## config.mk

```make
export PLATFORM = sky130hd
export DESIGN_NAME = beep_song_ctrl
export DESIGN_NICKNAME = d
export VERILOG_FILES = /design/src/rtl/beep_song_ctrl.sv
export SDC_FILE = /design/constraint.sdc
export NUM_CORES = 1
export LEC_CHECK = 0
export BUFFER_PORTS_ARGS = -buffer_cell sky130_fd_sc_hd__buf_2
export CAP_MARGIN = 40
export CORE_MARGIN = 2
export CORE_UTILIZATION = 51
export CTS_CLUSTER_SIZE = 40
export DETAILED_ROUTE_END_ITERATION = 10
export PLACE_DENSITY = 0.82
export RECOVER_POWER = 100
export SYNTH_ARGS = -nofsm -noshare
export SYNTH_HDL_FRONTEND = slang
export SYNTH_SLANG_ARGS = --single-unit
```

## constraint.sdc

```tcl
create_clock -name clk -period 3.3 [get_ports clk]
set_input_delay 0 -clock clk [delete_from_list [all_inputs] [get_ports clk]]
set_output_delay 0 -clock clk [all_outputs]
set_load 0.02 [all_outputs]
```

## src/rtl/beep_song_ctrl.sv

```systemverilog
// beep_song_ctrl: walks a note table and drives the PWM beeper tone generator.
// Ports: clk/rst, play/pause/stop/loop_en/start_addr in, rom_addr/rom_data table
//        read, tone_period/tone_en to the tone generator, busy/song_done status.
module beep_song_ctrl #(
  parameter int TICK_DIV  = 250000,
  parameter int GAP_TICKS = 2,
  parameter int ADDR_W    = 11
) (
  input  logic              clk,
  input  logic              rst,
  input  logic              play,
  input  logic              pause,
  input  logic              stop,
  input  logic              loop_en,
  input  logic [ADDR_W-1:0] start_addr,
  output logic [ADDR_W-1:0] rom_addr,
  input  logic [24:0]       rom_data,
  output logic [16:0]       tone_period,
  output logic              tone_en,
  output logic              busy,
  output logic              song_done
);

  typedef enum logic [2:0] {
    S_IDLE,
    S_FETCH,
    S_LOAD,
    S_PLAY,
    S_GAP,
    S_PAUSED,
    S_DONE
  } state_t;

  localparam int TW = (TICK_DIV > 1) ? $clog2(TICK_DIV) : 1;
  localparam logic [TW-1:0] TICK_MAX = TW'(TICK_DIV - 1);
  localparam logic [7:0] GAP8 = 8'(GAP_TICKS);

  state_t            r_state;
  state_t            w_next;
  state_t            r_resume;
  logic [ADDR_W-1:0] r_ptr;
  logic [ADDR_W-1:0] r_start;
  logic [7:0]        r_rem;
  logic [TW-1:0]     r_tick;
  logic [16:0]       r_period;
  logic              r_en;
  logic              r_song_done;

  logic [7:0]  w_dur;
  logic [16:0] w_per;
  logic        w_run;
  logic        w_tick;
  logic [7:0]  w_rem_dec;

  assign w_dur     = rom_data[7:0];
  assign w_per     = rom_data[24:8];
  // A pause or stop in this cycle freezes the tick phase and the
  // remaining count, so a resumed note finishes exactly on schedule.
  assign w_run     = ((r_state == S_PLAY) || (r_state == S_GAP))
                     && !stop && !pause;
  assign w_tick    = w_run && (r_tick == TICK_MAX);
  assign w_rem_dec = r_rem - 8'd1;

  // The pointer drives the table directly: it is stable throughout
  // FETCH so the table's registered read is ready during LOAD.
  assign rom_addr  = r_ptr;
  assign song_done = r_song_done;

  always_ff @(posedge clk) begin
    if (rst) r_state <= S_IDLE;
    else     r_state <= w_next;
  end

  always_comb begin
    w_next = r_state;
    if (stop) begin
      w_next = S_IDLE;
    end else begin
      unique case (r_state)
        S_IDLE, S_DONE: if (play) w_next = S_FETCH;
        S_FETCH: w_next = S_LOAD;
        S_LOAD: begin
          if (w_dur == 8'd0) w_next = loop_en ? S_FETCH : S_DONE;
          else               w_next = S_PLAY;
        end
        S_PLAY: begin
          if (pause) begin
            w_next = S_PAUSED;
          end else if (w_tick) begin
            // Zero is tested first so GAP_TICKS=0 gives legato notes;
            // notes no longer than the gap never reach the gap count.
            if (w_rem_dec == 8'd0)  w_next = S_FETCH;
            else if (w_rem_dec == GAP8) w_next = S_GAP;
          end
        end
        S_GAP: begin
          if (pause) w_next = S_PAUSED;
          else if (w_tick && (w_rem_dec == 8'd0)) w_next = S_FETCH;
        end
        S_PAUSED: if (play) w_next = r_resume;
        default: w_next = S_IDLE;
      endcase
    end
  end

  always_comb begin
    tone_period = 17'd0;
    tone_en     = 1'b0;
    busy        = 1'b1;
    if (r_state == S_PLAY) begin
      tone_period = r_period;
      tone_en     = r_en;
    end
    if ((r_state == S_IDLE) || (r_state == S_DONE)) busy = 1'b0;
  end

  always_ff @(posedge clk) begin
    if (rst) begin
      r_resume    <= S_IDLE;
      r_ptr       <= '0;
      r_start     <= '0;
      r_rem       <= '0;
      r_tick      <= '0;
      r_period    <= '0;
      r_en        <= 1'b0;
      r_song_done <= 1'b0;
    end else begin
      r_song_done <= (r_state == S_LOAD) && (w_dur == 8'd0)
                     && !loop_en && !stop;
      if (w_run) r_tick <= w_tick ? '0 : r_tick + TW'(1);
      unique case (r_state)
        S_IDLE, S_DONE: begin
          if (play && !stop) begin
            r_ptr   <= start_addr;
            r_start <= start_addr;
          end
        end
        S_LOAD: begin
          if (!stop) begin
            if (w_dur == 8'd0) begin
              if (loop_en) r_ptr <= r_start;
            end else begin
              r_rem    <= w_dur;
              r_period <= w_per;
              r_en     <= (w_per != 17'd0);
              r_tick   <= '0;
            end
          end
        end
        S_PLAY, S_GAP: begin
          if (w_tick) begin
            r_rem <= w_rem_dec;
            if (w_rem_dec == 8'd0) r_ptr <= r_ptr + ADDR_W'(1);
          end
          if (pause && !stop) r_resume <= r_state;
        end
        default: ;
      endcase
    end
  end

endmodule

```

==> flow_summary.ini, run 1 <==
[clocking]
cts.path.max_buffers = 2
clockRootBuffer = clkbuf_8
clk_pin_slew_ns = 0.08
clk_latency_ns = 0.35
cts-resized-gates = 0
cts_tree = done
post_cts_buffers = 0
cts_max_level = 3
numCtsBuffers = 9
cts_num_sinks = 73

[drt]
finalWirelength_um = 10600
post_drt_wl_per_cell_um = 15.5
viasPerCell = 5.69
dr.pass1.iters = 5
final_antenna_net_count = 0
via_count = 3889
drc = 0
drt_iter0_markers = 245

[global_routing]
grt_max_degree = 55
grt_overflow = 0
grt_pass1_wl_um = 17600
grtUsageTotal_pct = 26.1
grt_pass1_vias = 3778
antenna_found_initial = 0

[power_and_ir_drop]
power.density_mw_per_mm2 = 382
ir_worst_vdd_mv = 0.235
power_leakage_nw = 1.78

[final_layout]
final_cell_mix = nor2_1, dfxtp_1, buf_2
mostFrequentLayoutCell = nor2_1
final_core_util_pct = 63.8
area_growth_pct = 23.3
final-instance-count-excl-fill = 683
nets = 623
n_antenna_cell = 0
drive_above_1_share_pct = 14.1

[logic_synthesis]
syn_area_mm2 = 0.00394
synth_edf_count = 0
synthFlopType = dfxtp_1
synth-seq-area-share_pct = 37.1
synth.distinct_cells = 58
syn_avg_cell_area_um2 = 8.25
synth_top_area_share_pct = 37.1
netlist_instances = 477
ys_ff_latch = 73
synth-async-reset-ratio_pct = 0
syn_nets = 524
yosys.area.top_type = dfxtp_1
yosysWarnings = 0
synthTopCellsByArea = dfxtp_1, mux2i_1, nor2_1, a21oi_1, xnor2_1

[die]
start_util_pct = 51.8
rows = 32
core_mm2 = 0.00761
chipWidth_um = 91.9
die_area_mm2 = 0.00844
ios = 73
fp.dieH_um = 91.9

[sta]
hold_viol = 0
rsz0062_at_grt = false
post-route-period-util_pct = 88.4
setup_violations = 0
worstMarginPinSlew_ns = 0.971
tns_ns = 0
maxSlewViolCount = 0
post-route-min-period_ns = 2.92
relSlewSlack_pct = 35.3
clock_skew_ns = 0.00832
fmax_mhz = 343

[placement]
dp_hpwl_um = 6610
portBuffers = 72
place_inst = 633
place_congestion = 0.858

[setup_path]
crit_path_start_kind = register
ff2ff_path_depth = 9
r2r_setup_slack_ns = 0.38
critPathKind = reg -> reg
path_max_fanout = 11
r2r-start = r_rem[1]$_SDFFE_PP0P_
regToRegEndpoint = rom_addr[1]$_SDFFE_PP0P_
worstPathRequired_ns = 3.51
end_kind = register
cp.arrival_ns = 3.13

[worst_hold_path]
hold_end = r_rem[0]$_SDFFE_PP0P_
hold_depth = 3
hp-class = in -> reg
hp-start = rom_data[0]

[run_status]
status = finished clean

[run]
drv_cap = 0
state kept, by name, summed over array words and instances (netlist names):
register / flops
rom_addr: 11
r_state: 3
song_done: 1
r_resume: 3
r_start: 11
r_tick: 18
r_rem: 8
r_en: 1
r_period: 17
metrics by stage:
step	instance area (um2)	worst slack, ns	power, mW	hold WS [ns]
after detailed placement	4380	0.568	1.14	0.263
after CTS	4910	0.523	1.86	0.00335
after global placement	4380	0.712	1.13	0.250
after global routing	4860	0.152	1.92	0.0422
final	4860	0.384	1.85	0.0209
after floorplan	3940	0.995	1.07	0.147
worst max-delay path: stages, from the launching register on:
cell       delay [ns]
dfxtp_1          0.40
inv_1            0.12
ha_1             0.25
nor3b_1          0.45
xnor2_1          0.20
o2111ai_1        0.22
o31ai_1          0.33
clkbuf_2         0.27
and2_1           0.38
a311oi_1         0.15
timing repair:
| action | 4_1_cts | 5_1_grt |
|---|---|---|
| setup endpoints to repair | 0 | 0 |
| hold endpoints to repair | 33 | 0 |
| hold buffers | 34 | 0 |
worst max-delay path by stage:
stage | slack [ns] | start | to
5_1_grt | 0.15 | r_rem[0]$_SDFFE_PP0P_ | rom_addr[1]$_SDFFE_PP0P_
6_report | 0.38 | r_rem[1]$_SDFFE_PP0P_ | rom_addr[1]$_SDFFE_PP0P_
2_1_floorplan | 1.0 | r_rem[0]$_SDFFE_PP0P_ | r_state[2]$_SDFFE_PP0P_
3_3_place_gp | 0.71 | r_rem[0]$_SDFFE_PP0P_ | rom_addr[4]$_SDFFE_PP0P_
3_5_place_dp | 0.57 | r_rem[1]$_SDFFE_PP0P_ | rom_addr[1]$_SDFFE_PP0P_
4_1_cts | 0.52 | r_rem[0]$_SDFFE_PP0P_ | rom_addr[1]$_SDFFE_PP0P_
metal layers:
layer | global-route usage (%) | vias to the layer above | wire [um]
met1 | 32.0 | 1815 | 4370
met2 | 43.8 | 165 | 5210
met4 | 11.1 | 0 | 246
met5 | 0 | - | 0
li1 | - | 1887 | -
met3 | 6.00 | 22 | 754
logic make-up after synthesis:
kind of cell | count (synthesis) | share of synthesized area (%)
and+or+nand+nor | 209 | 26.9
AOI/OAI and AO/OA | 97 | 16.9
DFF | 73 | 37.1
buffers and inverters | 38 | 4.26
muxes | 32 | 8.13
xor gates and xnor gates | 23 | 5.12
adders and majority gates | 5 | 1.59
cells in the mapped netlist, drive strengths merged (8+ instances only):
master / instances
mux2i: 32
a211oi: 9
a221oi: 9
xnor2: 16
buf: 10
nor2: 80
nor4: 8
inv: 11
o21ai: 17
nor3: 10
nand3: 13
dfxtp: 73
a21oi: 30
nand2: 35
and2: 22
clkbuf: 17
final cells by class:
| type | count | area, um2 |
|---|---|---|
| well taps | 102 | 128 |
| flip-flops and latches | 73 | 1460 |
| fillers | 638 | 2750 |
| clock inverters | 5 | 55.1 |
| repair buffers | 115 | 726 |
| clock buffers | 11 | 141 |
| inverters | 11 | 41.3 |
| multi-input cells | 366 | 2300 |
report_power, final:
part / internal [mW] / switching (mW) / leakage [nW] / total (mW)
clock: 0.367 / 0.340 / 0.0953 / 0.707
combinational: 0.0971 / 0.120 / 1.10 / 0.217
sequential: 0.903 / 0.0272 / 0.591 / 0.930
(Power assumes the default switching activity.)
==> run 2: changes to the inputs <==
ABC_AREA = 1   (was unset)
==> run 2 against run 1 <==
Compared with the run above:
- wire length shrank 7.9%
- hold slack gained 0.063 ns
- sequential cell count is the same
- clock power shrank 12%
- final cell count grew 14%
- critical path depth grew 1
- non-clock buffer count shrank 9
- fmax grew 4.4%
- clock skew grew 0.0019 ns
- setup slack gained 0.12 ns
- sequential power grew 9.7%
- largest cell class unchanged
==> flow_summary.ini, run 2 <==
[logic_synthesis]
synth-async-reset-ratio_pct = 0
syn_area_mm2 = 0.00382
netlist_instances = 575
yosys.area.top_type = dfxtp_1
ys_ff_latch = 73
synth-seq-area-share_pct = 38.2
synth_most_common_cell = nor2_1
syn_nets = 622
yosysWarnings = 0
synth_common_cells = nor2_1, nand2_1, dfxtp_1, inv_1, o21ai_0
synth_top_area_share_pct = 38.2
synth.distinct_cells = 38
synth_edf_count = 0
synthTopCellsByArea = dfxtp_1, nor2_1, nand2_1, o21ai_0, inv_1
synthFlopType = dfxtp_1
syn_avg_cell_area_um2 = 6.65

[setup_path]
path_max_fanout = 17
end_kind = register
crit_top_cell = nand2_1
critPathKind = reg -> reg
cp_slowest_stage_delay_ns = 0.55
crit_path_start_kind = register
worstPathRequired_ns = 3.59
cp_cell_sequence = inv_4 > nand2_1 > o21ai_4 > nor2_1 > nand3_1 > nand2_1 > nand4_1 > inv_1 > o21ai_0 > a21oi_1
slowest_stage = dfxtp_1
cp.arrival_ns = 3.08

[final_layout]
reg_top3 = r_tick x18, r_period x17
drive_above_1_share_pct = 10.9
final_cell_mix = nor2_1, nand2_1, dfxtp_1
nets = 720
final_core_util_pct = 64.3
n_antenna_cell = 0
mostFrequentLayoutCell = nor2_1
area_growth_pct = 21.9
fin_area_mm2 = 0.00466
largest_reg_flops = 18
largest_register = r_tick

[placement]
placed_cell_area_mm2 = 0.00423
portBuffers = 72
dp_hpwl_um = 6520
place_congestion = 0.873
dp_slack_ns = 0.741

[global_routing]
grt_overflow = 0
grt_pass1_wl_um = 16800
grtUsageTotal_pct = 24.5
use_met3_pct = 5.09
use_met1_pct = 31.3
antenna_found_initial = 0
use_met2_pct = 40.8
grt_busiest_layer = met2
grt_max_degree = 49
grt_pass1_vias = 3805

[sta]
hold_viol = 0
hold_slack_ns = 0.0843
clock_skew_ns = 0.0102
relSlewSlack_pct = 58.5
fmax_mhz = 358
setup_violations = 0
tns_ns = 0
rsz0062_at_grt = false
post-route-period-util_pct = 84.7
post-route-min-period_ns = 2.79
worstMarginPinSlew_ns = 0.620
timing.final.ws_setup_ns = 0.506
maxSlewViolCount = 0

[die]
rows = 31
fp.dieH_um = 90.6
die_area_mm2 = 0.00821
start_util_pct = 52.7
ios = 73
core_mm2 = 0.00725
chipWidth_um = 90.6

[drt]
viasPerCell = 5.26
post_drt_wl_per_cell_um = 12.5
drc = 0
dr.pass1.iters = 5
finalWirelength_um = 9750
final_antenna_net_count = 0
via_count = 4089
drt_iter0_markers = 274

[clocking]
clockRootBuffer = clkbuf_8
cts_tree = done
cts.path.max_buffers = 2
clk_latency_ns = 0.35
cts-resized-gates = 0
cts_num_sinks = 73
cts_max_level = 3
clk_pin_slew_ns = 0.08
numCtsBuffers = 9

[run_status]
status = finished clean

[power_and_ir_drop]
power_leakage_nw = 1.88
power.density_mw_per_mm2 = 470
ir_worst_vdd_mv = 0.421

[worst_hold_path]
hp-class = in -> reg

[run]
drv_cap = 0
run 2: cells by family (layout without fill, tap and decap cells):
kind of cell / count (synthesis) / count (layout) / synth area share, %
AND/OR/NAND/NOR: 278 / 278 / 31.5
AO/OA/AOI/OAI: 126 / 126 / 18.2
buffers and inverters: 88 / 191 / 9.32
flip-flops: 73 / 73 / 38.2
adder cells (fa/ha/maj): 5 / 5 / 1.64
XOR/XNOR: 5 / 5 / 1.14
run 2: final cells by class:
| type | count | area, um2 |
|---|---|---|
| clock buffers | 9 | 124 |
| clock inverters | 7 | 46.3 |
| inverters | 69 | 267 |
| multi-input cells | 414 | 1980 |
| flip-flops and latches | 73 | 1460 |
| well taps | 99 | 124 |
| fillers | 635 | 2590 |
| repair buffers | 106 | 657 |
run 2: critical path, delay by kind of cell (launching register included):
kind	cells	cell delay (ns)
and+or+nand+nor	5	1.37
DFF	1	0.55
AOI/OAI and AO/OA	3	0.41
buffers and inverters	2	0.40
run 2: worst paths after layout:
check                                          startpoint                        end  slack [ns]  cells past startpoint
worst max-delay path              r_state[2]$_SDFFE_PP0P_      r_rem[4]$_SDFFE_PP0P_        0.51                     10
worst min-delay path                          rom_data[1]      r_rem[1]$_SDFFE_PP0P_        0.08                      5
worst min register to register  r_period[14]$_SDFFE_PP0P_  r_period[14]$_SDFFE_PP0P_        0.46                      2
worst max register to register    r_state[2]$_SDFFE_PP0P_      r_rem[4]$_SDFFE_PP0P_        0.51                     10
run 2: timing repair:
item,in CTS,in global routing
hold buffers,32,0
setup buffers,0,0
endpoints found under the hold margin,34,0
run 2: metal layers:
metal  share of wire (%)  wire [um]  vias to the layer above
li1                    -          -                     2067
met1                  45       4390                     1831
met2                  47       4540                      181
met3                 7.2        703                       10
met4                 1.1        111                        0
met5                   0          0                        -
run 2: per-stage QoR:
stage | total power, mW | std cells
after floorplan | 1.42 | 575
after global placement | 1.55 | 729
after detailed placement | 1.56 | 729
after CTS | 2.21 | 777
after global routing | 2.33 | 777
final | 2.19 | 777
run 2: where the power goes:
part | internal [mW] | total [mW] | leakage, nW | switching [mW]
registers | 0.953 | 1.02 | 0.594 | 0.0673
clock network | 0.271 | 0.619 | 0.0814 | 0.349
logic | 0.197 | 0.549 | 1.20 | 0.352
==> run 3: changes to the inputs <==
clock period = 2.6 ns   (was 3.3 ns; I/O delays follow)
==> run 3 against run 2 <==
Compared with the run above:
- sequential share of layout area fell by 0.40 points
- non-clock buffer count up 5
- clock skew up 0.0041 ns
- critical path type unchanged
- largest power group unchanged
==> flow_summary.ini, run 3 (same netlist as run 2, synthesis figures left out) <==
[worst_hold_path]
hold_end = r_rem[7]$_SDFFE_PP0P_
hp-start = rom_data[7]
hp-class = in -> reg
hold_depth = 5

[clocking]
clk_latency_ns = 0.36
cts_num_sinks = 73
post_cts_buffers = 0
cts_tree = done
clockRootBuffer = clkbuf_8
numCtsBuffers = 9
cts_max_level = 3
clk_pin_slew_ns = 0.09
cts.path.max_buffers = 2

[setup_path]
crit_cells = 10
regToRegEndpoint = r_rem[6]$_SDFFE_PP0P_
crit_top_cell = nand2_1
worstPathRequired_ns = 2.89
r2r_setup_slack_ns = 0.30
critPathKind = reg -> reg
cp.arrival_ns = 2.59
crit_buf_inv = 2
end_kind = register
cp_cell_sequence = inv_4 > nand2_1 > o21ai_4 > nor2_4 > nand3_2 > nand2_1 > nand4_1 > inv_1 > o21ai_0 > a21oi_1
cp_slowest_stage_delay_ns = 0.55
r2r-start = r_state[2]$_SDFFE_PP0P_
path_max_fanout = 11
slowest_stage = dfxtp_1
worst_path_dominant_cell_family = simple AND/OR/NAND/NOR gates
ff2ff_path_depth = 10
crit_path_start_kind = register

[die]
fp.dieH_um = 90.6
start_util_pct = 52.7
core_mm2 = 0.00725
ios = 73
die_area_mm2 = 0.00821
rows = 31
chipWidth_um = 90.6

[global_routing]
antenna_found_initial = 0
grt_pass1_vias = 3816
grt_overflow = 0
grt_pass1_wl_um = 17000
grtUsageTotal_pct = 25.2
grt_max_degree = 46

[placement]
placed_cell_area_mm2 = 0.00427
dp_hpwl_um = 6740
dp_slack_ns = 0.368
portBuffers = 72
place_inst = 734
place_congestion = 0.918

[final_layout]
nets = 725
area_growth_pct = 23.4
final_core_util_pct = 65.1
fin_area_mm2 = 0.00472
drive_above_1_share_pct = 11.9
reg_top3 = r_tick x18, r_period x17
final-instance-count-excl-fill = 782
n_antenna_cell = 0
largest_reg_flops = 18
final_cell_mix = nor2_1, nand2_1, dfxtp_1
mostFrequentLayoutCell = nor2_1
largest_register = r_tick

[drt]
post_drt_wl_per_cell_um = 12.8
finalWirelength_um = 9990
drc = 0
final_antenna_net_count = 0
via_count = 4135
dr.pass1.iters = 5
viasPerCell = 5.29
drt_iter0_markers = 230

[power_and_ir_drop]
power_leakage_nw = 1.90
ir_worst_vdd_mv = 0.342
power.density_mw_per_mm2 = 599

[sta]
relSlewSlack_pct = 58.3
setup_violations = 0
hold_viol = 0
tns_ns = 0
maxSlewViolCount = 0
post-route-period-util_pct = 88.6
worstMarginPinSlew_ns = 0.623
rsz0062_at_grt = false
fmax_mhz = 434
post-route-min-period_ns = 2.30
clock_skew_ns = 0.0143
timing.final.ws_setup_ns = 0.296

[run_status]
status = finished clean

[run]
drv_cap = 0
## run 3: worst reg2reg max path, stage by stage (launching register included)
cell and delay [ns]:
dfxtp_1 0.55, inv_4 0.11, nand2_1 0.13, o21ai_4 0.13, nor2_4 0.21, nand3_2 0.14
nand2_1 0.12, nand4_1 0.34, inv_1 0.26, o21ai_0 0.10, a21oi_1 0.13
## run 3: how the worst max path moves through the flow
stage | from | to | slack, ns
after CTS | r_state[2]$_SDFFE_PP0P_ | r_rem[6]$_SDFFE_PP0P_ | 0.35
after detailed placement | r_state[2]$_SDFFE_PP0P_ | r_rem[4]$_SDFFE_PP0P_ | 0.37
after floorplan | r_rem[0]$_SDFFE_PP0P_ | rom_addr[6]$_SDFFE_PP0P_ | 0.74
after global placement | r_state[2]$_SDFFE_PP0P_ | r_rem[3]$_SDFFE_PP0P_ | 0.48
after global routing | r_state[2]$_SDFFE_PP0P_ | r_rem[3]$_SDFFE_PP0P_ | 0.05
final | r_state[2]$_SDFFE_PP0P_ | r_rem[6]$_SDFFE_PP0P_ | 0.30
## run 3: final cells by class
cell class | count | area, um2
multi-input cells | 414 | 2000
fillers | 645 | 2530
clock buffers | 10 | 138
well taps | 99 | 124
clock inverters | 6 | 42.5
flip-flops and latches | 73 | 1460
repair buffers | 111 | 684
inverters | 69 | 267
## run 3: per-layer routing
layer | wire length, um | GRT usage (%) | part of all wire [%]
met4 | 208 | 12.1 | 2.1
met3 | 698 | 4.84 | 7.0
met5 | 0 | 0 | 0
met2 | 4650 | 41.2 | 47
met1 | 4440 | 32.0 | 44
## run 3: report_power, final
group	leakage, nW	total, mW	internal (mW)	switching, mW
combinational	1.22	0.715	0.259	0.456
sequential	0.594	1.29	1.21	0.0847
clock	0.0887	0.821	0.373	0.447
## run 3: what timing repair did
action	in CTS	in global routing
hold buffers	32	0
resized for setup	0	0
hold endpoints to repair	34	0
## run 3: through the flow
stage / total power, mW / hold WS [ns]
3_3_place_gp: 1.98 / 0.252
6_report: 2.83 / 0.0316
2_1_floorplan: 1.81 / 0.0624
3_5_place_dp: 2.00 / 0.248
5_1_grt: 3.01 / 0.0709
4_1_cts: 2.85 / 0.0278
